### src/rtl/gumnut_io_pkg.sv
// Shared definitions for the Gumnut I/O timer block:
// register offsets, CTRL bit positions and bus FSM states.
package gumnut_io_pkg;

    localparam logic [2:0] OFF_CTRL   = 3'd0;
    localparam logic [2:0] OFF_RELOAD = 3'd1;
    localparam logic [2:0] OFF_COUNT  = 3'd2;
    localparam logic [2:0] OFF_STATUS = 3'd3;
    localparam logic [2:0] OFF_OUT    = 3'd4;

    localparam logic [8:0] REG_SPAN = 9'd4;

    localparam int CTRL_EN   = 0;
    localparam int CTRL_AUTO = 1;
    localparam int CTRL_IE   = 2;

    localparam int STATUS_EXP = 0;

    typedef enum logic [1:0] {
        IDLE = 2'd0,
        WAIT = 2'd1,
        ACK  = 2'd2
    } bus_state_t;

    function automatic logic [7:0] ctrl_word(
        input logic en,
        input logic auto_rl,
        input logic ie
    );
        return {5'b00000, ie, auto_rl, en};
    endfunction

endpackage

### src/rtl/gumnut_io_timer_cnt.sv
// Countdown core: COUNT/RELOAD/EN/AUTO state, expiry detect and
// bus-write priority over decrement and reload.
module gumnut_io_timer_cnt
    import gumnut_io_pkg::*;
(
    input  logic       clk,
    input  logic       rst,
    input  logic       cen,
    input  logic       wr_ctrl,
    input  logic       wr_reload,
    input  logic       wr_count,
    input  logic [7:0] wdata,
    output logic       en,
    output logic       auto_rl,
    output logic [7:0] count,
    output logic [7:0] reload,
    output logic       expire
);

    logic       en_q;
    logic       en_d;
    logic       auto_q;
    logic       auto_d;
    logic [7:0] count_q;
    logic [7:0] count_d;
    logic [7:0] reload_q;
    logic [7:0] reload_d;

    always_comb begin
        expire = en_q & (count_q == 8'd0);
    end

    always_comb begin
        count_d  = count_q;
        en_d     = en_q;
        auto_d   = auto_q;
        reload_d = reload_q;

        // a bus write to COUNT overrides whatever the timer would do
        if (wr_count) begin
            count_d = wdata;
        end else if (en_q) begin
            if (count_q != 8'd0) begin
                count_d = count_q - 8'd1;
            end else if (auto_q) begin
                count_d = reload_q;
            end else begin
                count_d = 8'd0;
            end
        end

        if (wr_ctrl) begin
            en_d   = wdata[CTRL_EN];
            auto_d = wdata[CTRL_AUTO];
        end else if (expire && !auto_q) begin
            en_d = 1'b0;
        end

        if (wr_reload) begin
            reload_d = wdata;
        end
    end

    always_ff @(posedge clk) begin
        if (!rst) begin
            en_q     <= 1'b0;
            auto_q   <= 1'b0;
            count_q  <= 8'd0;
            reload_q <= 8'd0;
        end else if (cen) begin
            en_q     <= en_d;
            auto_q   <= auto_d;
            count_q  <= count_d;
            reload_q <= reload_d;
        end
    end

    assign en      = en_q;
    assign auto_rl = auto_q;
    assign count   = count_q;
    assign reload  = reload_q;

endmodule

### src/rtl/gumnut_io_timer.sv
// Gumnut I/O-port responder: bus FSM with wait states, register
// decode, expiry status / interrupt request and the output latch.
module gumnut_io_timer #(
    parameter logic [7:0] BASE_ADDR   = 8'h10,
    parameter int         WAIT_STATES = 1
) (
    input  logic       clk,
    input  logic       rst,
    input  logic       cen,
    input  logic       cyc_i,
    input  logic       stb_i,
    input  logic       we_i,
    input  logic [7:0] adr_i,
    input  logic [7:0] dat_i,
    output logic [7:0] dat_o,
    output logic       ack_o,
    output logic       int_req_o,
    input  logic       int_ack_i,
    output logic [7:0] out_port_o
);

    import gumnut_io_pkg::*;

    bus_state_t state_q;
    bus_state_t state_d;
    logic [2:0] wait_q;
    logic [2:0] wait_d;

    logic       req;
    logic       hit;
    logic [8:0] adr_ext;
    logic [8:0] base_ext;
    logic [2:0] off;
    logic       in_ack;
    logic       commit;

    logic       wr_ctrl;
    logic       wr_reload;
    logic       wr_count;
    logic       wr_status;
    logic       wr_out;

    logic       t_en;
    logic       t_auto;
    logic [7:0] t_count;
    logic [7:0] t_reload;
    logic       t_expire;

    logic       ie_q;
    logic       exp_q;
    logic       irq_q;
    logic [7:0] out_q;
    logic [7:0] rdata;

    // widen before comparing so a base near 8'hFF cannot wrap
    assign adr_ext  = {1'b0, adr_i};
    assign base_ext = {1'b0, BASE_ADDR};
    assign hit      = (adr_ext >= base_ext) &&
                      (adr_ext <= base_ext + REG_SPAN);
    assign off      = 3'(adr_i - BASE_ADDR);
    assign req      = cyc_i & stb_i;

    always_comb begin
        state_d = state_q;
        wait_d  = wait_q;
        unique case (state_q)
            IDLE: begin
                if (req && hit) begin
                    if (WAIT_STATES == 0) begin
                        state_d = ACK;
                    end else begin
                        state_d = WAIT;
                        wait_d  = 3'(WAIT_STATES - 1);
                    end
                end
            end
            WAIT: begin
                if (!req) begin
                    state_d = IDLE;
                end else if (wait_q == 3'd0) begin
                    state_d = ACK;
                end else begin
                    wait_d = wait_q - 3'd1;
                end
            end
            ACK: begin
                state_d = IDLE;
            end
            default: begin
                state_d = IDLE;
            end
        endcase
    end

    always_ff @(posedge clk) begin
        if (!rst) begin
            state_q <= IDLE;
            wait_q  <= 3'd0;
        end else if (cen) begin
            state_q <= state_d;
            wait_q  <= wait_d;
        end
    end

    assign in_ack = (state_q == ACK);
    assign commit = in_ack & cen & hit & we_i;

    assign wr_ctrl   = commit && (off == OFF_CTRL);
    assign wr_reload = commit && (off == OFF_RELOAD);
    assign wr_count  = commit && (off == OFF_COUNT);
    assign wr_status = commit && (off == OFF_STATUS);
    assign wr_out    = commit && (off == OFF_OUT);

    gumnut_io_timer_cnt u_cnt (
        .clk       (clk),
        .rst       (rst),
        .cen       (cen),
        .wr_ctrl   (wr_ctrl),
        .wr_reload (wr_reload),
        .wr_count  (wr_count),
        .wdata     (dat_i),
        .en        (t_en),
        .auto_rl   (t_auto),
        .count     (t_count),
        .reload    (t_reload),
        .expire    (t_expire)
    );

    always_ff @(posedge clk) begin
        if (!rst) begin
            ie_q  <= 1'b0;
            exp_q <= 1'b0;
            irq_q <= 1'b0;
            out_q <= 8'd0;
        end else if (cen) begin
            if (wr_ctrl) begin
                ie_q <= dat_i[CTRL_IE];
            end
            // expiry wins over both ways of clearing EXP
            if (t_expire) begin
                exp_q <= 1'b1;
            end else if ((wr_status && dat_i[STATUS_EXP]) || int_ack_i) begin
                exp_q <= 1'b0;
            end
            irq_q <= exp_q & ie_q;
            if (wr_out) begin
                out_q <= dat_i;
            end
        end
    end

    always_comb begin
        rdata = 8'd0;
        if (in_ack && hit) begin
            case (off)
                OFF_CTRL:   rdata = ctrl_word(t_en, t_auto, ie_q);
                OFF_RELOAD: rdata = t_reload;
                OFF_COUNT:  rdata = t_count;
                OFF_STATUS: rdata = {7'd0, exp_q};
                OFF_OUT:    rdata = out_q;
                default:    rdata = 8'd0;
            endcase
        end
    end

    assign dat_o      = rdata;
    assign ack_o      = in_ack;
    assign int_req_o  = irq_q;
    assign out_port_o = out_q;

endmodule
### config.mk
export PLATFORM = sky130hd
export DESIGN_NAME = gumnut_io_timer
export DESIGN_NICKNAME = d
export VERILOG_FILES = /design/src/rtl/gumnut_io_pkg.sv /design/src/rtl/gumnut_io_timer_cnt.sv /design/src/rtl/gumnut_io_timer.sv
export SDC_FILE = /design/constraint.sdc
export NUM_CORES = 1
export LEC_CHECK = 0
export CAP_MARGIN = 10
export CORE_ASPECT_RATIO = 0.9
export CORE_MARGIN = 5
export CORE_UTILIZATION = 47
export CTS_CLUSTER_DIAMETER = 100
export DETAILED_ROUTE_END_ITERATION = 10
export GPL_TIMING_DRIVEN = 0
export HOLD_SLACK_MARGIN = 0.03
export MAX_ROUTING_LAYER = met4
export PLACE_DENSITY = 0.76
export RECOVER_POWER = 100
export SYNTH_ARGS = -nofsm -noshare
export SYNTH_HDL_FRONTEND = slang
export SYNTH_HIERARCHICAL = 1
export SYNTH_SLANG_ARGS = --single-unit
### constraint.sdc
create_clock -name clk -period 2.05 [get_ports clk]
set_clock_uncertainty 0.05 [all_clocks]
set_input_delay 0.3075 -clock clk [delete_from_list [all_inputs] [get_ports clk]]
set_output_delay 0.3075 -clock clk [all_outputs]
set_load 0.05 [all_outputs]
==> results.cfg, run 1 <==
[status]
status = finished with violations
violations = setup timing

[route]
wl_met2_mm = 3.19
drtAntennaViolNets = 0
maxUsedRoutingLayer = met4
via_per_inst = 6.36
vias = 2462
drtIter0Drc = 274
drc_errors = 0
route.met3.wl_um = 713
wl_met1_mm = 3.03
drtPass1Iterations = 5
wl_per_cell_um = 18.4
wirelength_mm = 7.10

[die]
design.core.area_sq_mm = 0.00446
pin_count = 41
initial_core_util_pct = 48.4
die_x_um = 81.4
die_h_um = 74.3
dieArea_sq_mm = 0.00605
row_count = 23

[layout]
fin_nets = 352
antenna_cells = 0
area_growth_pct = 33.4
final_common_cell = dfxtp_1
drive_gt1_share_pct = 22.5
stdcell_count = 387
mostFrequentLayoutCells = dfxtp_1 (31), a21oi_1 (23), clkdlybuf4s50_1 (23), buf_4 (22), nand3_1 (18)

[cts]
root_buffer = clkbuf_8
hold_buffers = 0
cts_max_level = 2
tritoncts = done
clk_pin_slew_ns = 0.07
cts_made_buffers = 5
clock_latency_ns = 0.28
clock_path_buffers = 2
clock-sinks = 34

[sta]
rsz0062_at_grt = true
fin_crit_ns = 2.08
maxSlewHeadroom_pct = 61.1
finalWorstSetupSlack_ns = -0.0254
drv_slew = 0
hold_viol = 0
max_freq_mhz = 482
finalCritPeriodShare_pct = 101
worst_pin_slew_ns = 0.579
setup_viol = 1
fin_tns_setup_ns = -0.0254

[hold_path]
hp-class = flip-flop to flip-flop
min_from = int_req_o

[run]
cap_violations = 0

[logic_synthesis]
synth_fp_nets = 291
synth_top_cell_area_share_pct = 31.6
async_reset_ff_share_pct = 0
synth.distinct_cells = 58
synthFlopType = dfxtp_1
synth-edff-count = 0
synth.avg_cell_area_sq_um = 8.17
synth.area.top_cells = dfxtp_1 (32%), a21oi_1 (5.6%), nand3_1 (4.2%)
yosys_warnings = 6
synth_area_sq_mm = 0.00216
yosys.area.top_type = dfxtp_1
synth-seq-cells = 34
ys_seq_area_share_pct = 31.6
synthCells = 264

[global_routing]
grt_max_degree = 17
antenna_found_initial = 0
grt_pass1_wl_mm = 11.5
grt_pass1_vias = 2267
grt-ovfl-total = 0
grt_usage_pct = 25.8

[placement]
hpwl_mm = 4.99
place.gp.congestion = 0.972
port_buffers = 38
dp.cells = 364

[setup_path]
cp-startpoint = state_q[1]
start_kind = flip-flop
critPathArrivalTime_ns = 2.19
worstPathRequired_ns = 2.16
timing.rr.start = state_q[1]
cp-end-kind = flip-flop
path_class = flip-flop to flip-flop
path_max_fanout = 8

[power]
vdd_drop_max_mv = 0.454
p_leak_nw = 1.03
power_density_mw_per_mm2 = 438
==> metrics by stage <==
step / hold WS, ns / utilization, % / total power, mW / setup WS, ns / instance area (sq um)
final: 0.424 / 64.5 / 1.26 / -0.0254 / 2880
after global routing: 0.467 / 64.5 / 1.31 / -0.150 / 2880
after CTS: 0.428 / 62.1 / 1.26 / 0.0164 / 2770
after detailed placement: 0.418 / 59.0 / 0.806 / -0.783 / 2630
after global placement: 0.409 / 59.0 / 0.805 / -0.743 / 2630
after floorplan: 0.379 / - / 0.734 / -0.0913 / 2180
==> power breakdown <==
| group | internal [mW] | total, mW | switching (mW) |
|---|---|---|---|
| Combinational | 0.0611 | 0.139 | 0.0775 |
| Sequential | 0.659 | 0.659 | 0.000184 |
| Clock | 0.234 | 0.462 | 0.228 |
| Total | 0.954 | 1.26 | 0.306 |
==> worst paths after layout <==
check	endpoint	slack, ns	depth (start not counted)
setup / recovery	u_cnt/count[6]	-0.03	8
hold reg to reg	int_req_o	0.42	2
setup reg to reg	u_cnt/count[6]	-0.03	8
hold / removal	int_req_o	0.42	2
==> routing by layer <==
layer	track usage, %	vias up
li1	-	1134
met1	34.7	1165
met2	37.6	140
met3	6.42	23
met4	8.44	0
met5	-	-
==> layout make-up <==
| cell class | instances | area, sq um |
|---|---|---|
| Inverter | 8 | 30.0 |
| Timing Repair Buffer | 55 | 482 |
| Buffer | 17 | 109 |
| Fill cell | 394 | 1580 |
| Tap cell | 62 | 77.6 |
| Sequential cell | 34 | 687 |
| Clock buffer | 7 | 76.3 |
| Multi-Input combinational cell | 204 | 1420 |
==> registers in the layout, summed over array words and instances, names as in the netlist <==
name           cells
u_cnt/reload       8
u_cnt/en           1
state_q            2
exp_q              1
out_port_o         8
ie_q               1
wait_q             3
int_req_o          1
u_cnt/auto_rl      1
u_cnt/count        8
==> Yosys cell counts (all sizes together), types with 5 or more instances <==
master   count
dfxtp       34
nand3       18
a21oi       24
o21ai       17
nand2       17
nor2b        5
a2bb2oi      5
a21boi      10
nand4       11
buf         12
inv          8
nor2        15
nor3         6
a22oi        8
clkbuf       6
==> logic make-up (layout without fill, tap and decap cells) <==
logic type	after synthesis	after routing	share of synthesized area, %
simple gates	98	98	26.1
flops	34	34	31.6
mux	3	3	1.45
compound gates	96	96	31.4
buf+inv	26	87	5.97
fa+ha+maj	4	4	2.32
xor+xnor	3	3	1.22
==> worst max-delay path, stage by stage, from the launching register on <==
cell,delay [ns]
dfxtp_2,0.36
nor2b_4,0.16
nand4_1,0.15
buf_6,0.17
nor4_4,0.39
inv_2,0.15
or3_1,0.36
o211ai_1,0.12
a21oi_2,0.06
==> what timing repair did <==
item,in CTS,in global routing
setup buffers,9,7
cloned,1,0
pin swaps,8,8
resized for setup,61,27
endpoints found under the setup margin,25,25
(Power assumes the default switching activity.)
==> run 2, diff against run 1 <==
ABC_AREA = 0   (was not set)
==> results of run 2 <==
The final DEF is identical to that of run 1; final timing and power are the same.
